==> src/rtl/cb_seg_engine.sv <==
// cb_seg_engine: LTE code-block segmentation with filler and per-CB CRC24B.
// Define CB_CRC_ATTACH_EN to compute CRC24B; otherwise the CRC slot carries zeros.
module cb_seg_engine #(
  parameter int Z   = 6144,
  parameter int L   = 24,
  parameter int B_W = 17,
  parameter int C_W = 6,
  parameter int K_W = 13
) (
  input  logic           clk,
  input  logic           rst_n,
  input  logic [B_W-1:0] tb_size_in,
  input  logic           wreq_size,
  output logic           size_ready,
  input  logic           tb_in,
  input  logic           wreq_data,
  output logic           tb_ready,
  output logic           cb_data,
  output logic           cb_valid,
  input  logic           cb_ready,
  output logic           start,
  output logic           stop,
  output logic           filling,
  output logic           crc,
  output logic           cb_size,
  output logic [K_W-1:0] cb_len,
  output logic [C_W-1:0] cb_num,
  output logic           busy,
  output logic           err
);
  localparam int D_W = B_W + 1;
  localparam int P_W = C_W + K_W;
  localparam int N_CALC = 2 * B_W + 4;
  localparam int T_W = $clog2(N_CALC);
  localparam logic [31:0] B_MAX = 32'((2**C_W - 1) * (Z - L));
  localparam logic [B_W-1:0] Z_B = B_W'(Z);
  localparam logic [D_W-1:0] ZL_D = D_W'(Z - L);
  localparam logic [K_W-1:0] ZL_K = K_W'(Z - L);
  localparam logic [D_W-1:0] L_D = D_W'(L);
  localparam logic [K_W-1:0] L_K = K_W'(L);
  localparam logic [K_W-1:0] K_MIN = K_W'(40);

  localparam logic [1:0] S_IDLE   = 2'd0;
  localparam logic [1:0] S_CALC   = 2'd1;
  localparam logic [1:0] S_STREAM = 2'd2;

  logic [1:0]     state_q;
  logic [T_W-1:0] cyc_q;
  logic [B_W-1:0] b_q;
  logic [D_W-1:0] bp_q, q_q;
  logic [K_W-1:0] rem_q, dvs_q;
  logic [C_W-1:0] c_q, cm_q, r_q;
  logic [K_W-1:0] kp_q, km_q, f_q, pos_q;
  logic           err_q;

  function automatic logic [2:0] grid_sh(input logic [K_W-1:0] k);
    logic [2:0] s;
    s = 3'd6;
    unique case (1'b1)
      k <= K_W'(512):                    s = 3'd3;
      k > K_W'(512) && k <= K_W'(1024):  s = 3'd4;
      k > K_W'(1024) && k <= K_W'(2048): s = 3'd5;
      k > K_W'(2048):                    s = 3'd6;
    endcase
    return s;
  endfunction

  // one restoring-division step shared by both divisions
  logic [K_W:0] rem_sh;
  logic         ge;
  assign rem_sh = {rem_q, q_q[D_W-1]};
  assign ge = rem_sh >= {1'b0, dvs_q};

  logic           big;
  logic [C_W-1:0] c_n;
  logic [D_W-1:0] bp_n;
  assign big = b_q > Z_B;
  assign c_n = big ? q_q[C_W-1:0] : C_W'(1);
  assign bp_n = big ? D_W'(b_q) + D_W'(c_n) * L_D : D_W'(b_q);

  logic [K_W-1:0] kr, mask, kp_raw, kp_n, kp_m1, km_n, f_n;
  logic [2:0]     sh_r, sh_m;
  logic [P_W-1:0] ckp, diff;
  logic [C_W-1:0] cm_n;
  logic           multi;
  assign multi = c_q > C_W'(1);
  assign kr = q_q[K_W-1:0];
  assign sh_r = grid_sh(kr);
  assign mask = (K_W'(1) << sh_r) - K_W'(1);
  assign kp_raw = (kr + mask) & ~mask;
  assign kp_n = (kp_raw < K_MIN) ? K_MIN : kp_raw;
  assign kp_m1 = kp_n - K_W'(1);
  assign sh_m = grid_sh(kp_m1);
  assign km_n = multi ? kp_n - (K_W'(1) << sh_m) : '0;
  assign ckp = P_W'(c_q) * P_W'(kp_n);
  assign diff = ckp - P_W'(bp_q);
  assign cm_n = multi ? C_W'(diff >> sh_m) : '0;
  assign f_n = K_W'(diff - (P_W'(cm_n) << sh_m));

  logic           is_str, in_fill, in_crc, in_data, last, acc, crc_bit;
  logic [K_W-1:0] cur_len, fill_len, crc_at;
  assign is_str = state_q == S_STREAM;
  assign cur_len = (r_q < cm_q) ? km_q : kp_q;
  assign fill_len = (r_q == '0) ? f_q : '0;
  assign crc_at = multi ? cur_len - L_K : cur_len;
  assign in_fill = pos_q < fill_len;
  assign in_crc = pos_q >= crc_at;
  assign in_data = !in_fill && !in_crc;
  assign last = pos_q == cur_len - K_W'(1);
  assign acc = cb_valid && cb_ready;

  logic bad_size;
  assign bad_size = (tb_size_in == '0) || (32'(tb_size_in) > B_MAX);

  always_ff @(posedge clk) begin
    if (!rst_n) begin
      state_q <= S_IDLE;
      cyc_q <= '0;
      b_q <= '0;
      bp_q <= '0;
      q_q <= '0;
      rem_q <= '0;
      dvs_q <= '0;
      c_q <= '0;
      cm_q <= '0;
      r_q <= '0;
      kp_q <= '0;
      km_q <= '0;
      f_q <= '0;
      pos_q <= '0;
      err_q <= 1'b0;
    end else begin
      err_q <= 1'b0;
      unique case (state_q)
        S_IDLE: if (wreq_size) begin
          if (bad_size) begin
            err_q <= 1'b1;
          end else begin
            state_q <= S_CALC;
            b_q <= tb_size_in;
            cyc_q <= '0;
            q_q <= D_W'(tb_size_in) + ZL_D - D_W'(1);
            rem_q <= '0;
            dvs_q <= ZL_K;
          end
        end
        S_CALC: begin
          cyc_q <= cyc_q + T_W'(1);
          if (cyc_q == T_W'(D_W)) begin
            c_q <= c_n;
            bp_q <= bp_n;
            q_q <= bp_n + D_W'(c_n) - D_W'(1);
            rem_q <= '0;
            dvs_q <= K_W'(c_n);
          end else if (cyc_q == T_W'(N_CALC - 1)) begin
            kp_q <= kp_n;
            km_q <= km_n;
            cm_q <= cm_n;
            f_q <= f_n;
            r_q <= '0;
            pos_q <= '0;
            state_q <= S_STREAM;
          end else begin
            rem_q <= K_W'(ge ? rem_sh - {1'b0, dvs_q} : rem_sh);
            q_q <= {q_q[D_W-2:0], ge};
          end
        end
        S_STREAM: if (acc) begin
          if (last) begin
            pos_q <= '0;
            if (r_q == c_q - C_W'(1)) state_q <= S_IDLE;
            else r_q <= r_q + C_W'(1);
          end else begin
            pos_q <= pos_q + K_W'(1);
          end
        end
        default: state_q <= S_IDLE;
      endcase
    end
  end

`ifdef CB_CRC_ATTACH_EN
  localparam logic [L-1:0] POLY = L'(24'h800063);
  logic [L-1:0] crc_q;
  logic         fb;
  assign fb = crc_q[L-1] ^ (in_data & tb_in);
  always_ff @(posedge clk) begin
    if (!rst_n || !is_str) crc_q <= '0;
    else if (acc) begin
      if (last) crc_q <= '0;
      else if (in_crc) crc_q <= {crc_q[L-2:0], 1'b0};
      else crc_q <= {crc_q[L-2:0], 1'b0} ^ (fb ? POLY : '0);
    end
  end
  assign crc_bit = crc_q[L-1];
`else
  assign crc_bit = 1'b0;
`endif

  assign size_ready = state_q == S_IDLE;
  assign busy = state_q != S_IDLE;
  assign err = err_q;
  assign cb_num = c_q;
  assign cb_valid = is_str && (in_data ? wreq_data : 1'b1);
  assign tb_ready = is_str && in_data && cb_ready;
  assign cb_data = is_str && (in_data ? tb_in : (in_crc && crc_bit));
  assign start = is_str && (pos_q == '0);
  assign stop = is_str && last;
  assign filling = is_str && in_fill;
  assign crc = is_str && in_crc;
  assign cb_size = is_str && (r_q >= cm_q);
  assign cb_len = is_str ? cur_len : '0;
endmodule

==> config.mk <==
export PLATFORM = sky130hd
export DESIGN_NAME = cb_seg_engine
export DESIGN_NICKNAME = d
export VERILOG_FILES = /design/src/rtl/cb_seg_engine.sv
export SDC_FILE = /design/constraint.sdc
export NUM_CORES = 1
export LEC_CHECK = 0
export BUFFER_PORTS_ARGS = -buffer_cell sky130_fd_sc_hd__buf_4
export CORE_ASPECT_RATIO = 0.9
export CORE_MARGIN = 2
export CORE_UTILIZATION = 65
export CTS_BUF_LIST = sky130_fd_sc_hd__clkbuf_8
export CTS_CLUSTER_SIZE = 40
export DETAILED_ROUTE_END_ITERATION = 6
export PLACE_DENSITY = 0.83
export SKIP_CTS_REPAIR_TIMING = 1
export SYNTH_ARGS = -nofsm -noshare
export SYNTH_HDL_FRONTEND = slang
export SYNTH_SLANG_ARGS = --single-unit
==> constraint.sdc <==
create_clock -name clk -period 12.34 [get_ports clk]
set_input_delay 2.468 -clock clk [delete_from_list [all_inputs] [get_ports clk]]
set_output_delay 2.468 -clock clk [all_outputs]
set_load 0.01 [all_outputs]
==> impl_metrics.py <==
metrics = {
    "floorplan": {
        "io_pins": 53,
        "die_w_um": 162,
        "placementRows": 51,
        "die_area_sq_mm": 0.0236,
        "core_area_sq_mm": 0.0218,
        "fp.dieH_um": 146,
        "start_util_pct": 66.8,
    },
    "global_routing": {
        "grt_pass1_vias": 13200,
        "grtUsageTotal_pct": 34.9,
        "grt_pass1_wl_um": 66700,
        "grt_max_degree": 59,
        "antenna_found_initial": 0,
        "gr-total-overflow": 0,
    },
    "cells_and_area": {
        "nFillCells": 1811,
        "final_layout_size_suffix_gt1_share_pct": 8.71,
        "nets": 2129,
        "syn2layout_area_growth_pct": 7.61,
    },
    "placement": {
        "place_worst_setup_slack_ns": 1.52,
        "gp_congestion": 0.962,
        "hpwl_um": 31800,
        "numPortBuffers": 52,
    },
    "yosys": {
        "synth_compound_area_share_pct": 21.1,
        "synth_area_sq_mm": 0.0145,
        "ys_seq_area_share_pct": 20.3,
        "yosysUniqueCellTypes": 105,
        "synth_ff_type": "dfxtp_1",
        "synth_xor_area_share_pct": 7.57,
        "ys_ff_latch": 147,
        "synth_warnings": 0,
        "synth_edf_count": 0,
        "synth_top_family_by_area": "simple AND/OR/NAND/NOR gates",
        "synth-simple-area-share_pct": 23.4,
        "synthCells": 1870,
        "synth_async_sr_flop_share_pct": 0,
        "syn_area_per_cell_sq_um": 7.77,
        "synth.area.mux_share_pct": 2.81,
        "synth_fa_ha_area_share_pct": 18.8,
    },
    "power_and_ir_drop": {
        "max-vdd-ir-drop_mv": 0.0738,
        "p_leak_nw": 6.46,
        "powerDensity_mw_per_mm2": 107,
    },
    "sta": {
        "setup_violations": 0,
        "slew_headroom_pct": 21.4,
        "fmax_mhz": 90.8,
        "finalHoldViolations": 0,
        "rsz0062_at_grt": "no",
        "skew_ns": 0.0257,
        "worst_pin_slew_ns": 1.17,
        "finalCritPeriodShare_pct": 89.2,
        "fin_crit_ns": 11.01,
        "layout_setup_ws_ns": 1.33,
        "maxSlewViolCount": 0,
        "setup_tns_ns": 0,
    },
    "cts": {
        "cts_tree": "done",
        "cts_root_buf": "clkbuf_8",
        "clk_pin_slew_worst_paths_ns": 0.10,
        "insertion_delay_ns": 0.49,
        "clkSinkCount": 147,
        "clock_path_buffers": 2,
        "htreeDepth": 4,
        "cts_made_buffers": 17,
    },
    "routing": {
        "wl_per_cell_um": 18.4,
        "avgViaCountPerCell": 6.28,
        "vias": 14000,
        "ant_nets": 0,
        "drt_iter0_drc": 1207,
        "drc": 11,
        "wl_um": 40900,
        "first_pass_iters": 7,
    },
    "worst_setup_path": {
        "crit_required_ns": 12.68,
        "cp-end-kind": "flip-flop",
        "cp-start-kind": "flip-flop",
        "worstPathMaxFanout": 8,
        "path_common_cell": "a21o_1",
        "worstSetupPathType": "reg2reg",
        "arrival_ns": 11.34,
        "cpPeakStageDelay_ns": 0.72,
        "worstRegToRegCells": 43,
        "crit_path_top_delay_cell": "xnor2_1",
    },
    "worst_hold_path": {
        "min_path_cells": 2,
        "min_path_type": "reg2reg",
    },
    "outcome": {
        "violations": "DRC",
        "status": "finished, violations left",
    },
    "run": {
        "maxCapViolations": 0,
    },
}
final timing paths:
path / from / endpoint / slack [ns]
max reg2reg: q_q[0] / f_q[11] / 1.33
min reg2reg: f_q[0] / f_q[0] / 0.46
max: q_q[0] / f_q[11] / 1.33
min: f_q[0] / f_q[0] / 0.46
worst max-delay path: cells and delay by family, from the launching register on:
kind / cells / cell delay [ns]
AOI/OAI and AO/OA: 18 / 3.63
adders and majority gates: 8 / 3.25
and+or+nand+nor: 12 / 2.59
xor gates and xnor gates: 1 / 0.72
DFF: 1 / 0.38
buffers and inverters: 4 / 0.28
report_power, final:
part / total [W] / switching, W / leakage (nW) / internal [W]
logic: 0.000766 / 0.000467 / 5.06 / 0.000299
registers: 0.000502 / 0.0000159 / 1.19 / 0.000487
clock network: 0.000409 / 0.000223 / 0.206 / 0.000186
total: 0.00168 / 0.000705 / 6.46 / 0.000972
final cells by class:
cell class | instances | area (sq um) | area share [%]
Timing Repair Buffer | 70 | 526 | 3.36
Sequential cell | 147 | 2940 | 18.8
Multi-Input combinational cell | 1520 | 10800 | 69.1
Inverter | 160 | 601 | 3.84
Antenna cell | 1 | 2.50 | 0.0160
Clock inverter | 15 | 170 | 1.09
Tap cell | 291 | 364 | 2.33
Clock buffer | 17 | 234 | 1.50
registers in the layout (all words and copies together), names as in the netlist:
name / count
b_q: 17
bp_q: 13
cb_num: 6
cm_q: 6
cyc_q: 6
dvs_q: 7
err: 1
f_q: 13
km_q: 13
kp_q: 13
pos_q: 13
q_q: 18
r_q: 6
rem_q: 13
state_q: 2
cells in the mapped netlist, drive strengths merged (12+ instances only):
cell / instances / area (sq um)
nand3: 41 / 205
nor4: 20 / 161
o21ai: 97 / 485
o211ai: 25 / 193
nand4: 18 / 113
xor2: 46 / 403
dfxtp: 147 / 2940
nor3: 53 / 285
nand2: 237 / 890
nor2: 152 / 578
and3: 24 / 156
nand2b: 15 / 93.8
o21a: 12 / 90.1
ha: 143 / 1790
xnor2: 77 / 674
nor2b: 29 / 181
or3: 18 / 114
a21o: 31 / 236
fa: 47 / 941
inv: 159 / 597
a21oi: 150 / 770
a31oi: 21 / 131
clkbuf: 60 / 245
a211oi: 25 / 225
and2: 31 / 194
mux2i: 34 / 352
placed cells by master (no fill, tap or decap), drive strengths merged, types with 8 or more instances in the layout:
master    n
inv     167
nand2b   15
nand3    41
a211oi   25
a221oi    8
nand2   237
nor2b    29
dfxtp   147
o21a     12
ha      143
buf      70
or3      18
o211ai   25
nand4    18
and3     24
fa       47
and2     31
xor2     46
a31oi    21
clkbuf   17
nor2    152
o21ai    97
a21oi   150
mux2i    34
nor4     20
a21o     31
conb     25
o31ai     9
or4       9
nor3     53
xnor2    77
cells by family (layout without fill, tap and decap cells):
family                   count (synthesis)  count (layout)
AO/OA/AOI/OAI                          453             453
buffers and inverters                  226             262
flip-flops                             147             147
other                                    2              26
adder cells (fa/ha/maj)                190             190
AND/OR/NAND/NOR                        689             689
multiplexers                            39              39
XOR/XNOR                               124             124
layer usage:
metal | wire length (um) | up-vias | track usage, %
met1 | 16900 | 6559 | 43.1
met4 | 2370 | 0 | 20.2
met2 | 19100 | 586 | 58.6
met5 | 0 | - | 0
li1 | - | 6649 | -
met3 | 2510 | 158 | 4.50
per-stage QoR:
step | std cells | power (W) | util (%) | area (sq um) | hold WS [ns]
3_3_place_gp | 2188 | 0.00124 | 70.0 | 15200 | 0.440
6_report | 2221 | 0.00168 | 71.9 | 15600 | 0.457
3_5_place_dp | 2188 | 0.00126 | 70.0 | 15200 | 0.446
4_1_cts | 2220 | 0.00166 | 71.9 | 15600 | 0.460
5_1_grt | 2220 | 0.00177 | 71.9 | 15600 | 0.482
2_1_floorplan | 1893 | 0.00109 | - | 14600 | 0.425
Note: power is estimated with default switching activity, not from simulation.
